`src/rtl/pst_seq_pkg.sv`:
```
// pst_seq_pkg
//   Shared definitions for the PST trial sequencer: FSM state codes,
//   the "no latency recorded" marker and the default parameter values.
//   No ports (package).
package pst_seq_pkg;

   // FSM state encoding, also driven out on the state debug port
   localparam logic [2:0] ST_IDLE    = 3'd0;
   localparam logic [2:0] ST_TRAIN   = 3'd1;
   localparam logic [2:0] ST_MEASURE = 3'd2;
   localparam logic [2:0] ST_SETTLE  = 3'd3;
   localparam logic [2:0] ST_DONE    = 3'd4;

   // Latency table entry that has not been written in this run
   localparam logic [7:0] NO_LAT = 8'hFF;

   // Default parameter values
   localparam int DEF_CUR_A      = 200;
   localparam int DEF_CUR_B      = 5;
   localparam int DEF_HOLD_CYC   = 10;
   localparam int DEF_TRAIN_SEGS = 4;
   localparam int DEF_N_TRIALS   = 6;
   localparam int DEF_MAX_CYC    = 10;
   localparam int DEF_ERR_TOL    = 5;

endpackage

```
`src/rtl/pst_lat_capture.sv`:
```
// pst_lat_capture
//   First-hit detector for one DUT during one measured trial. While arm is
//   high, the first sample strobe whose error is <= tol latches cyc as the
//   latency; later hits are ignored. Dropping arm clears the detector.
// Ports:
//   clk, rst_n   clock, asynchronous active-low reset
//   arm          high while a trial is being measured
//   sample       one-clk strobe: error is valid for cycle number cyc
//   cyc          cycle number (1-based) that this sample belongs to
//   error, tol   measured error and convergence threshold
//   hit          a hit has been seen, including one on this very sample
//   latency      recorded (or just-detected) latency, NO_LAT if no hit
module pst_lat_capture
   import pst_seq_pkg::*;
(
   input  logic       clk,
   input  logic       rst_n,
   input  logic       arm,
   input  logic       sample,
   input  logic [7:0] cyc,
   input  logic [7:0] error,
   input  logic [7:0] tol,
   output logic       hit,
   output logic [7:0] latency
);

   logic       hit_q;
   logic [7:0] lat_q;
   logic       new_hit;

   assign new_hit = arm && sample && !hit_q && (error <= tol);

   // Combinational bypass so the caller can close a trial on the same clock
   // as a hit on its final sample.
   assign hit     = hit_q || new_hit;
   assign latency = hit_q ? lat_q : (new_hit ? cyc : NO_LAT);

   always_ff @(posedge clk or negedge rst_n) begin
      if (!rst_n) begin
         hit_q <= 1'b0;
         lat_q <= NO_LAT;
      end else if (!arm) begin
         hit_q <= 1'b0;
         lat_q <= NO_LAT;
      end else if (new_hit) begin
         hit_q <= 1'b1;
         lat_q <= cyc;
      end
   end

endmodule

```
`src/rtl/pst_trial_sequencer.sv`:
```
// pst_trial_sequencer
//   Drives a training current pattern into two DUTs, then runs N_TRIALS
//   measured transitions and records how many gamma cycles each DUT needs
//   to converge (error <= ERR_TOL). start and cycle_start are one-clock
//   strobes sampled on the rising clock edge; there is no backpressure.
// Ports:
//   clk, rst_n         clock, asynchronous active-low reset
//   cycle_start        gamma cycle boundary pulse; all counters step on it
//   start              run request, honoured only in IDLE or DONE
//   error_a, error_b   L2 error from DUT A (L3 active) / DUT B (L3 frozen)
//   rd_idx             latency table read index (0-based trial)
//   input_current      current driven to both DUTs
//   state              FSM state code (debug)
//   busy, done         high in TRAIN/MEASURE/SETTLE, high in DONE
//   lat_a, lat_b       latency of trial rd_idx, NO_LAT if out of range
//   a_faster_cnt       trials where DUT A converged strictly faster
module pst_trial_sequencer
   import pst_seq_pkg::*;
#(
   parameter int CUR_A      = DEF_CUR_A,
   parameter int CUR_B      = DEF_CUR_B,
   parameter int HOLD_CYC   = DEF_HOLD_CYC,
   parameter int TRAIN_SEGS = DEF_TRAIN_SEGS,
   parameter int N_TRIALS   = DEF_N_TRIALS,
   parameter int MAX_CYC    = DEF_MAX_CYC,
   parameter int ERR_TOL    = DEF_ERR_TOL
)
(
   input  logic       clk,
   input  logic       rst_n,
   input  logic       cycle_start,
   input  logic       start,
   input  logic [7:0] error_a,
   input  logic [7:0] error_b,
   input  logic [2:0] rd_idx,
   output logic [7:0] input_current,
   output logic [2:0] state,
   output logic       busy,
   output logic       done,
   output logic [7:0] lat_a,
   output logic [7:0] lat_b,
   output logic [3:0] a_faster_cnt
);

   logic [2:0] state_q;
   logic [7:0] cur_q;
   logic [7:0] seg_q;
   logic [7:0] cyc_q;
   logic [7:0] cyc_n;
   logic [2:0] k_q;
   logic [3:0] cnt_q;
   logic [7:0] tab_a [N_TRIALS];
   logic [7:0] tab_b [N_TRIALS];

   logic       measuring;
   logic       sample;
   logic       last_sample;
   logic       start_ok;
   logic       hit_a, hit_b;
   logic [7:0] cap_a, cap_b;
   logic [7:0] fin_a, fin_b;

   assign measuring   = (state_q == ST_MEASURE);
   assign sample      = measuring && cycle_start;
   assign cyc_n       = cyc_q + 8'd1;
   assign last_sample = sample && (cyc_q == 8'(MAX_CYC - 1));
   assign start_ok    = start && ((state_q == ST_IDLE) || (state_q == ST_DONE));

   pst_lat_capture u_cap_a (
      .clk(clk), .rst_n(rst_n), .arm(measuring), .sample(sample), .cyc(cyc_n),
      .error(error_a), .tol(8'(ERR_TOL)), .hit(hit_a), .latency(cap_a)
   );

   pst_lat_capture u_cap_b (
      .clk(clk), .rst_n(rst_n), .arm(measuring), .sample(sample), .cyc(cyc_n),
      .error(error_b), .tol(8'(ERR_TOL)), .hit(hit_b), .latency(cap_b)
   );

   // A DUT that never converged inside the window is charged the full window
   assign fin_a = hit_a ? cap_a : 8'(MAX_CYC);
   assign fin_b = hit_b ? cap_b : 8'(MAX_CYC);

   always_ff @(posedge clk or negedge rst_n) begin
      if (!rst_n) begin
         state_q <= ST_IDLE;
         cur_q   <= 8'd0;
         seg_q   <= 8'd0;
         cyc_q   <= 8'd0;
         k_q     <= 3'd0;
         cnt_q   <= 4'd0;
         for (int i = 0; i < N_TRIALS; i++) begin
            tab_a[i] <= NO_LAT;
            tab_b[i] <= NO_LAT;
         end
      end else if (start_ok) begin
         // start wins over a coincident cycle_start, which is not counted
         state_q <= ST_TRAIN;
         cur_q   <= 8'(CUR_A);
         seg_q   <= 8'd0;
         cyc_q   <= 8'd0;
         k_q     <= 3'd0;
         cnt_q   <= 4'd0;
         for (int i = 0; i < N_TRIALS; i++) begin
            tab_a[i] <= NO_LAT;
            tab_b[i] <= NO_LAT;
         end
      end else if (cycle_start) begin
         case (state_q)
            ST_TRAIN: begin
               if (cyc_q == 8'(HOLD_CYC - 1)) begin
                  cyc_q <= 8'd0;
                  if (seg_q == 8'(TRAIN_SEGS - 1)) begin
                     state_q <= ST_MEASURE;
                     k_q     <= 3'd0;
                     cur_q   <= 8'(CUR_A);
                  end else begin
                     seg_q <= seg_q + 8'd1;
                     // even segments carry A, odd segments carry B
                     cur_q <= seg_q[0] ? 8'(CUR_A) : 8'(CUR_B);
                  end
               end else begin
                  cyc_q <= cyc_n;
               end
            end
            ST_MEASURE: begin
               if (last_sample) begin
                  tab_a[k_q] <= fin_a;
                  tab_b[k_q] <= fin_b;
                  if ((fin_a < fin_b) && (cnt_q < 4'(N_TRIALS)))
                     cnt_q <= cnt_q + 4'd1;
                  state_q <= ST_SETTLE;
                  cyc_q   <= 8'd0;
               end else begin
                  cyc_q <= cyc_n;
               end
            end
            ST_SETTLE: begin
               if (cyc_q == 8'(HOLD_CYC - 1)) begin
                  cyc_q <= 8'd0;
                  if (k_q == 3'(N_TRIALS - 1)) begin
                     state_q <= ST_DONE;
                  end else begin
                     k_q     <= k_q + 3'd1;
                     state_q <= ST_MEASURE;
                     // trial k+1 uses A when k+1 is even
                     cur_q   <= k_q[0] ? 8'(CUR_A) : 8'(CUR_B);
                  end
               end else begin
                  cyc_q <= cyc_n;
               end
            end
            default: ;
         endcase
      end
   end

   always_comb begin
      lat_a = NO_LAT;
      lat_b = NO_LAT;
      if ({1'b0, rd_idx} < 4'(N_TRIALS)) begin
         lat_a = tab_a[rd_idx];
         lat_b = tab_b[rd_idx];
      end
   end

   assign input_current = cur_q;
   assign state         = state_q;
   assign busy          = (state_q == ST_TRAIN) || (state_q == ST_MEASURE) ||
                          (state_q == ST_SETTLE);
   assign done          = (state_q == ST_DONE);
   assign a_faster_cnt  = cnt_q;

endmodule

```
`config.mk`:
```
export PLATFORM = sky130hd
export DESIGN_NAME = pst_trial_sequencer
export DESIGN_NICKNAME = d
export VERILOG_FILES = /design/src/rtl/pst_seq_pkg.sv /design/src/rtl/pst_lat_capture.sv /design/src/rtl/pst_trial_sequencer.sv
export SDC_FILE = /design/constraint.sdc
export NUM_CORES = 1
export LEC_CHECK = 0
export CORE_MARGIN = 2
export CORE_UTILIZATION = 40
export CTS_CLUSTER_DIAMETER = 30
export DETAILED_ROUTE_END_ITERATION = 8
export SYNTH_ARGS = -nofsm -noshare
export SYNTH_HDL_FRONTEND = slang
export SYNTH_SLANG_ARGS = --single-unit
```
`constraint.sdc`:
```
create_clock -name clk -period 3 [get_ports clk]
set_input_delay 0.45 -clock clk [delete_from_list [all_inputs] [get_ports clk]]
set_output_delay 0.45 -clock clk [all_outputs]
set_load 0.1 [all_outputs]
```
==> results of run 1 <==
-- routing by layer --
metal / vias to the layer above / share of wire (%)
li1: 2468 / -
met1: 2825 / 45
met2: 142 / 49
met3: 18 / 4.5
met4: 0 / 1.2
met5: - / 0
-- power groups by stage --
stage | Sequential (mW) | Combinational [mW] | Clock (mW)
2_1_floorplan | 3.11 | 1.84 | 0
3_3_place_gp | 3.05 | 2.61 | 0
3_5_place_dp | 3.09 | 2.65 | 0
4_1_cts | 3.07 | 2.66 | 1.99
5_1_grt | 3.13 | 2.82 | 2.08
6_report | 3.07 | 2.66 | 1.96
-- placed cells by master, fill, tap and decap left out, types with 4 or more instances in the layout --
| cell type | netlist | final |
|---|---|---|
| nor2_1 | 55 | 54 |
| a2bb2oi_1 | 36 | 35 |
| mux4_2 | 16 | 16 |
| a21oi_2 | 0 | 14 |
| inv_1 | 10 | 9 |
| buf_12 | 0 | 18 |
| nor3_1 | 11 | 11 |
| dfstp_2 | 112 | 112 |
| a211o_1 | 6 | 6 |
| clkbuf_8 | 0 | 4 |
| o22a_1 | 48 | 48 |
| nand3_1 | 12 | 11 |
| or2_2 | 5 | 5 |
| o21ai_2 | 2 | 5 |
| buf_4 | 8 | 71 |
| clkdlybuf4s50_1 | 0 | 18 |
| mux2i_1 | 20 | 20 |
| nor3_2 | 4 | 4 |
| o21ai_0 | 17 | 17 |
| nand2_1 | 40 | 40 |
| dfrtp_1 | 30 | 27 |
| a21o_1 | 6 | 6 |
| a21oi_1 | 54 | 39 |
| xor2_1 | 5 | 5 |
| clkbuf_16 | 0 | 18 |
| ha_1 | 13 | 10 |
| and2_1 | 4 | 4 |
-- sequential cells by signal (all words and copies together), names as in the netlist --
signal / count
u_cap_a.hit_q: 1
u_cap_b.hit_q: 1
u_cap_b.lat_q: 8
a_faster_cnt: 4
seg_q: 8
u_cap_a.lat_q: 8
tab_b: 48
tab_a: 48
state: 3
k_q: 3
input_current: 2
cyc_q: 8
-- area by class of cell --
class	count	area [um2]	area share, %
Timing Repair Buffer	109	1090	12.1
Multi-Input combinational cell	425	3360	37.3
Sequential cell	142	3700	41.1
Tap cell	225	282	3.12
Inverter	10	37.5	0.416
Clock inverter	5	28.8	0.319
Clock buffer	25	517	5.73
-- worst paths after layout --
| check | start | to | slack (ps) | depth (start not counted) |
|---|---|---|---|---|
| max in group asynchronous | rst_n | u_cap_b.lat_q[0] | 2010 | 2 |
| hold / removal | rst_n | cyc_q[4] | 160 | 1 |
| hold reg to reg | tab_b[45] | tab_b[45] | 500 | 1 |
| setup reg to reg | state[0] | a_faster_cnt[1] | 230 | 12 |
| setup / recovery | error_b[7] | a_faster_cnt[1] | 60 | 10 |
| min in group clk | tab_b[45] | tab_b[45] | 500 | 1 |
-- repair_timing --
item | 4_1_cts | 5_1_grt
gates resized for setup | 1 | 12
setup buffers | 0 | 2
setup endpoints to repair | 3 | 3
hold buffers | 0 | 0
pin swaps | 0 | 8
-- cells by family (layout without fill, tap and decap cells) --
kind of cell | after synthesis | in the layout
AO/OA/AOI/OAI | 202 | 202
XOR/XNOR | 8 | 8
adder cells (fa/ha/maj) | 13 | 13
buffers and inverters | 44 | 149
flip-flops | 142 | 142
multiplexers | 38 | 38
other | 1 | 3
AND/OR/NAND/NOR | 161 | 161
-- per-stage QoR --
stage / worst slack (ps) / utilization [%] / instance area [um2] / total power, mW / hold slack, ps
final: 61.3 / 52.0 / 9020 / 7.69 / 162
after floorplan: -232 / - / 7210 / 4.95 / 154
after global routing: -10.2 / 52.0 / 9020 / 8.03 / 201
after CTS: 22.8 / 51.4 / 8930 / 7.72 / 162
after global placement: -411 / 48.3 / 8380 / 5.66 / 488
after detailed placement: -499 / 48.3 / 8380 / 5.74 / 491
==> flow_summary_export.csv, run 1 <==
group,metric,value,unit
run_status,status,"complete, no violations",
synth,synth_adder_area_share,2.29,%
floorplanning,ioPinCount,56,
floorplanning,std_cell_rows,48,
clock_network,clk_pin_slew_worst_paths,50,ps
timing,slew_viol_final,0,
timing,setup_viol,0,
global_routing,top_usage_layer,"met2",
routing,drc,0,
layout,fill_cells,1506,
power,clkPwrFrac,25.5,%
global_routing,met3_usage,4.67,%
synth,synthFlopType,"dfstp_2",
synth,synthTopCellsByCount,"dfstp_2 (112), nor2_1 (55), a21oi_1 (54)",
worst_setup_path,cp_slowest_cell,"or4_4",
floorplanning,die_w,137,um
timing,max-slew-margin-rel,44.3,%
place,dp.cells,909,
clock_network,h-tree-depth,4,
global_routing,grt_pass1_wl,30300,um
worst_setup_path,critPathRequiredTime,3330,ps
floorplanning,die_y,137,um
synth,synth_warnings,0,
synth,synth_area_leaders,"dfstp_2 (41%), dfrtp_1 (11%), o22a_1 (5.9%), mux4_2 (5.1%), a2bb2oi_1 (4.4%)",
worst_setup_path,path_cells,"clkdlybuf4s50_1 > or4_4 > or3_4 > a2bb2oi_4 > ha_4 > a21o_1 > a21o_1 > a21o_1 > a211oi_2 > mux2i_1",
power,switching_power,2.72,mW
synth,synth-compound-area-share,21.9,%
synth,yosys.area.top_type_share,41.4,%
worst_setup_path,crit_arrival,3270,ps
routing,dr.pass1.iters,5,
layout,nets,741,
worst_setup_path,cp_common_cell,"a21o_1",
power,p_leak,3.58,nW
clock_network,cts.sinks,142,
synth,synth_top_family_by_area,"compound AO/OA/AOI/OAI gates",
worst_setup_path,crit_type,"in2reg",
power,swShare,35.4,%
synth,synthMuxAreaShare,8.20,%
routing,post_drt_wl_per_cell,20.1,um
flow_run,drv_cap,0,
global_routing,grt_usage,21.2,%
clock_network,clk_latency,420,ps
synth,synth-edff-count,0,
power,ir_drop,0.000999,V
layout,area_delta_synth_final,26.8,%
place,dp_hpwl,12900,um
place,io_buffers,50,
routing,drtAntennaViolNets,0,
worst_setup_path,slowest_delay,530,ps
global_routing,grt_pass1_vias,5630,
synth,synth-seq-area-share,51.9,%
synth,synth_xor_area_share,0.985,%
timing,fin_skew,14.5,ps
power,comb_power_share,34.5,%
timing,setup_total_negative_slack,0,ps
routing,totalWireLength,18900,um
layout,final_cell_count_no_fill,941,
layout,drive_above_1_share,42.9,%
synth,async_flop_share,100,%
min_path,hold_path.class,"in2async",
worst_setup_path,end_kind,"flip-flop",
power,seq_power_share,40.0,%
global_routing,grt.overflow.total,0,
timing,post-route-period-util,98.0,%
global_routing,grt_antenna_before_repair,0,
layout,diodes,0,
synth,synth.most_common_cell,"dfstp_2",
routing,vias,5453,
clock_network,clock-root-buffer,"clkbuf_16",
global_routing,grt_max_degree,62,
timing,tightest_slew,835,ps
place,globalplace.congestion,0.810,
worst_setup_path,cp_top_family,"compound AO/OA/AOI/OAI gates",
timing,period_needed,2940,ps
floorplanning,initial_core_util,41.0,%
global_routing,met2_usage,35.6,%
synth,ys_ff_latch,142,
power,internal-power,4.96,mW
worst_setup_path,start_kind,"primary input",
global_routing,use_met1,27.7,%
timing,hold_viol_final,0,
routing,drt_iter0_drc,342,
synth,synth_simple_gate_area_share,11.6,%
synth,synth_area_leader_cell,"dfstp_2",
worst_setup_path,worstPathMaxFanout,7,
synth,synthesis.area,7110,um2
synth,avgSynthCellArea,11.7,um2
clock_network,tritoncts,"done",
routing,via_per_inst,5.79,
worst_setup_path,cp.buffers_inverters,1,
power,p_per_area,853,nW/um2
synth,yosysUniqueCellTypes,64,
timing,clock.fmax,340,MHz
synth,synthesis.instances,609,
clock_network,cts_made_buffers,17,
clock_network,cts_max_path_buffers,2,
floorplanning,die-area,18900,um2
floorplanning,core_area,17400,um2
Note: power is estimated with default switching activity, not from simulation.
==> inputs of run 2 (changes only) <==
--- a/config.mk
+++ b/config.mk
@@ -6,7 +6,7 @@
 export NUM_CORES = 1
 export LEC_CHECK = 0
 export CORE_MARGIN = 2
-export CORE_UTILIZATION = 40
+export CORE_UTILIZATION = 25
 export CTS_CLUSTER_DIAMETER = 30
 export DETAILED_ROUTE_END_ITERATION = 8
 export SYNTH_ARGS = -nofsm -noshare
==> run 2 against run 1 <==
Compared with the run above:
- critical path depth did not move
- die area up 58%
- utilization down 19 points
- critical endpoint unchanged
- largest power group unchanged
==> flow_summary_export.csv, run 2 (synthesis results as in run 1) <==
group,metric,value,unit
place,io_buffers,50,
floorplanning,std_cell_rows,61,
clock_network,cts_max_path_buffers,2,
routing,vias,5254,
worst_setup_path,end_kind,"flip-flop",
timing,max-slew-margin-rel,50.4,%
layout,area_delta_synth_final,30.3,%
layout,mostFrequentLayoutCell,"dfstp_2",
power,p_leak,3.61,nW
timing,post-route-period-util,97.4,%
clock_network,cts_hold_buffers,0,
layout,fill_cells,2769,
worst_setup_path,crit_type,"in2reg",
worst_setup_path,critPathRequiredTime,3340,ps
timing,tightest_slew,740,ps
clock_network,clk_pin_slew_worst_paths,60,ps
place,globalplace.congestion,0.773,
floorplanning,die-area,29800,um2
timing,hold_viol_final,0,
floorplanning,die_w,173,um
layout,final_cell_mix,"dfstp_2 (112), buf_4 (66), nor2_1 (54)",
layout,multi_input_area,3340,um2
global_routing,top_usage_layer,"met2",
flow_run,drv_cap,0,
global_routing,grt.overflow.total,0,
power,ir_drop,0.000716,V
clock_network,tritoncts,"done",
layout,seq_area,3700,um2
timing,clock.fmax,342,MHz
worst_setup_path,cp_slowest_cell,"or4_4",
routing,drtAntennaViolNets,0,
routing,drt_iter0_drc,277,
worst_setup_path,path_cells,"clkdlybuf4s50_1 > or4_4 > or3_4 > a2bb2oi_2 > ha_1 > a21o_1 > a21o_1 > a21o_1 > a211oi_2 > mux2i_1",
run_status,status,"complete, no violations",
layout,nets,739,
worst_setup_path,start_kind,"primary input",
clock_network,clock-root-buffer,"clkbuf_16",
global_routing,met3_usage,2.46,%
place,place_area,8600,um2
global_routing,grt_max_degree,72,
global_routing,use_met1,17.7,%
layout,reg_top3,"tab_a x48, tab_b x48",
timing,fin_hold_ws,401,ps
power,p_per_area,851,nW/um2
timing,slew_viol_final,0,
floorplanning,ioPinCount,56,
clock_network,clk_latency,420,ps
clock_network,h-tree-depth,4,
floorplanning,initial_core_util,25.5,%
worst_setup_path,cp_common_cell,"a21o_1",
timing,fin_skew,9.47,ps
floorplanning,core_area,27900,um2
clock_network,cts_made_buffers,17,
layout,postLayoutCellArea,9270,um2
worst_setup_path,crit_arrival,3260,ps
routing,drc,0,
routing,via_per_inst,4.82,
global_routing,grt_usage,12.6,%
layout,drive_above_1_share,42.8,%
timing,setup_viol,0,
place,dp_hpwl,12800,um
floorplanning,die_y,173,um
routing,post_drt_wl_per_cell,16.8,um
min_path,hold_path.class,"in2async",
global_routing,grt_pass1_wl,29900,um
layout,utilization,33.3,%
routing,dr.pass1.iters,4,
routing,totalWireLength,18300,um
timing,setup_total_negative_slack,0,ps
global_routing,grt_pass1_vias,5357,
global_routing,met2_usage,19.7,%
worst_setup_path,slowest_delay,530,ps
layout,diodes,0,
global_routing,grt_antenna_before_repair,0,
timing,period_needed,2920,ps
clock_network,cts.sinks,142,
worst_setup_path,worstPathMaxFanout,4,
-- run 2: cell count changes in the layout (fill, tap and decap cells not counted), sizes merged --
cell	previous run	this run
inv	11	12
clkinvlp	1	0
buf	91	89
bufinv	0	3
clkbuf	25	24
clkinv	3	0
-- run 2: metrics by stage --
| stage | power, mW | setup slack, ps | std cells |
|---|---|---|---|
| floorplan | 4.95 | -232 | 611 |
| global placement | 5.70 | -361 | 1062 |
| detailed placement | 5.75 | -380 | 1062 |
| CTS | 7.95 | 47.3 | 1091 |
| global route | 8.26 | -2.91 | 1091 |
| finish | 7.89 | 78.9 | 1091 |
-- run 2: worst max-delay path, delay by kind of cell --
| kind | cells | cell delay, ps |
|---|---|---|
| adder cells (fa/ha/maj) | 1 | 290 |
| multiplexers | 1 | 220 |
| buffers and inverters | 1 | 390 |
| AO/OA/AOI/OAI | 5 | 960 |
| AND/OR/NAND/NOR | 2 | 950 |
-- run 2: per-layer routing --
layer / vias to the layer above / part of all wire, %
li1: 2466 / -
met1: 2653 / 48
met2: 117 / 46
met3: 18 / 4.1
met4: 0 / 1.2
met5: - / 0
-- run 2: path summary, 6_finish.rpt --
kind | startpoint | endpoint | slack [ps] | cells past startpoint
max in group asynchronous | rst_n | tab_b[1] | 2180 | 2
min in group clk | tab_b[3] | tab_b[3] | 500 | 1
max | error_b[7] | a_faster_cnt[1] | 80 | 10
max reg2reg | state[0] | a_faster_cnt[1] | 230 | 11
min | rst_n | tab_a[42] | 400 | 1
min reg2reg | tab_b[3] | tab_b[3] | 500 | 1
-- run 2: timing repair --
item                                    CTS  global route
buffers inserted                          0             0
endpoints found under the setup margin    0             3
resized for setup                         0            13
endpoints found under the hold margin     0             0
-- run 2: power breakdown --
part           total (mW)  leakage (nW)  internal, mW  switching (mW)
sequential           3.08          1.58          2.72           0.360
combinational        2.63          1.73          1.06            1.57
clock                2.18         0.299          1.41           0.772
-- run 2: area by class of cell --
class                      count  area share, %
clock buffer                  24           5.42
multi-input combinational    425           36.1
tap                          378           5.10
timing repair buffer         107           11.9
sequential                   142           40.0
inverter                      10          0.405
clock inverter                 5           1.11
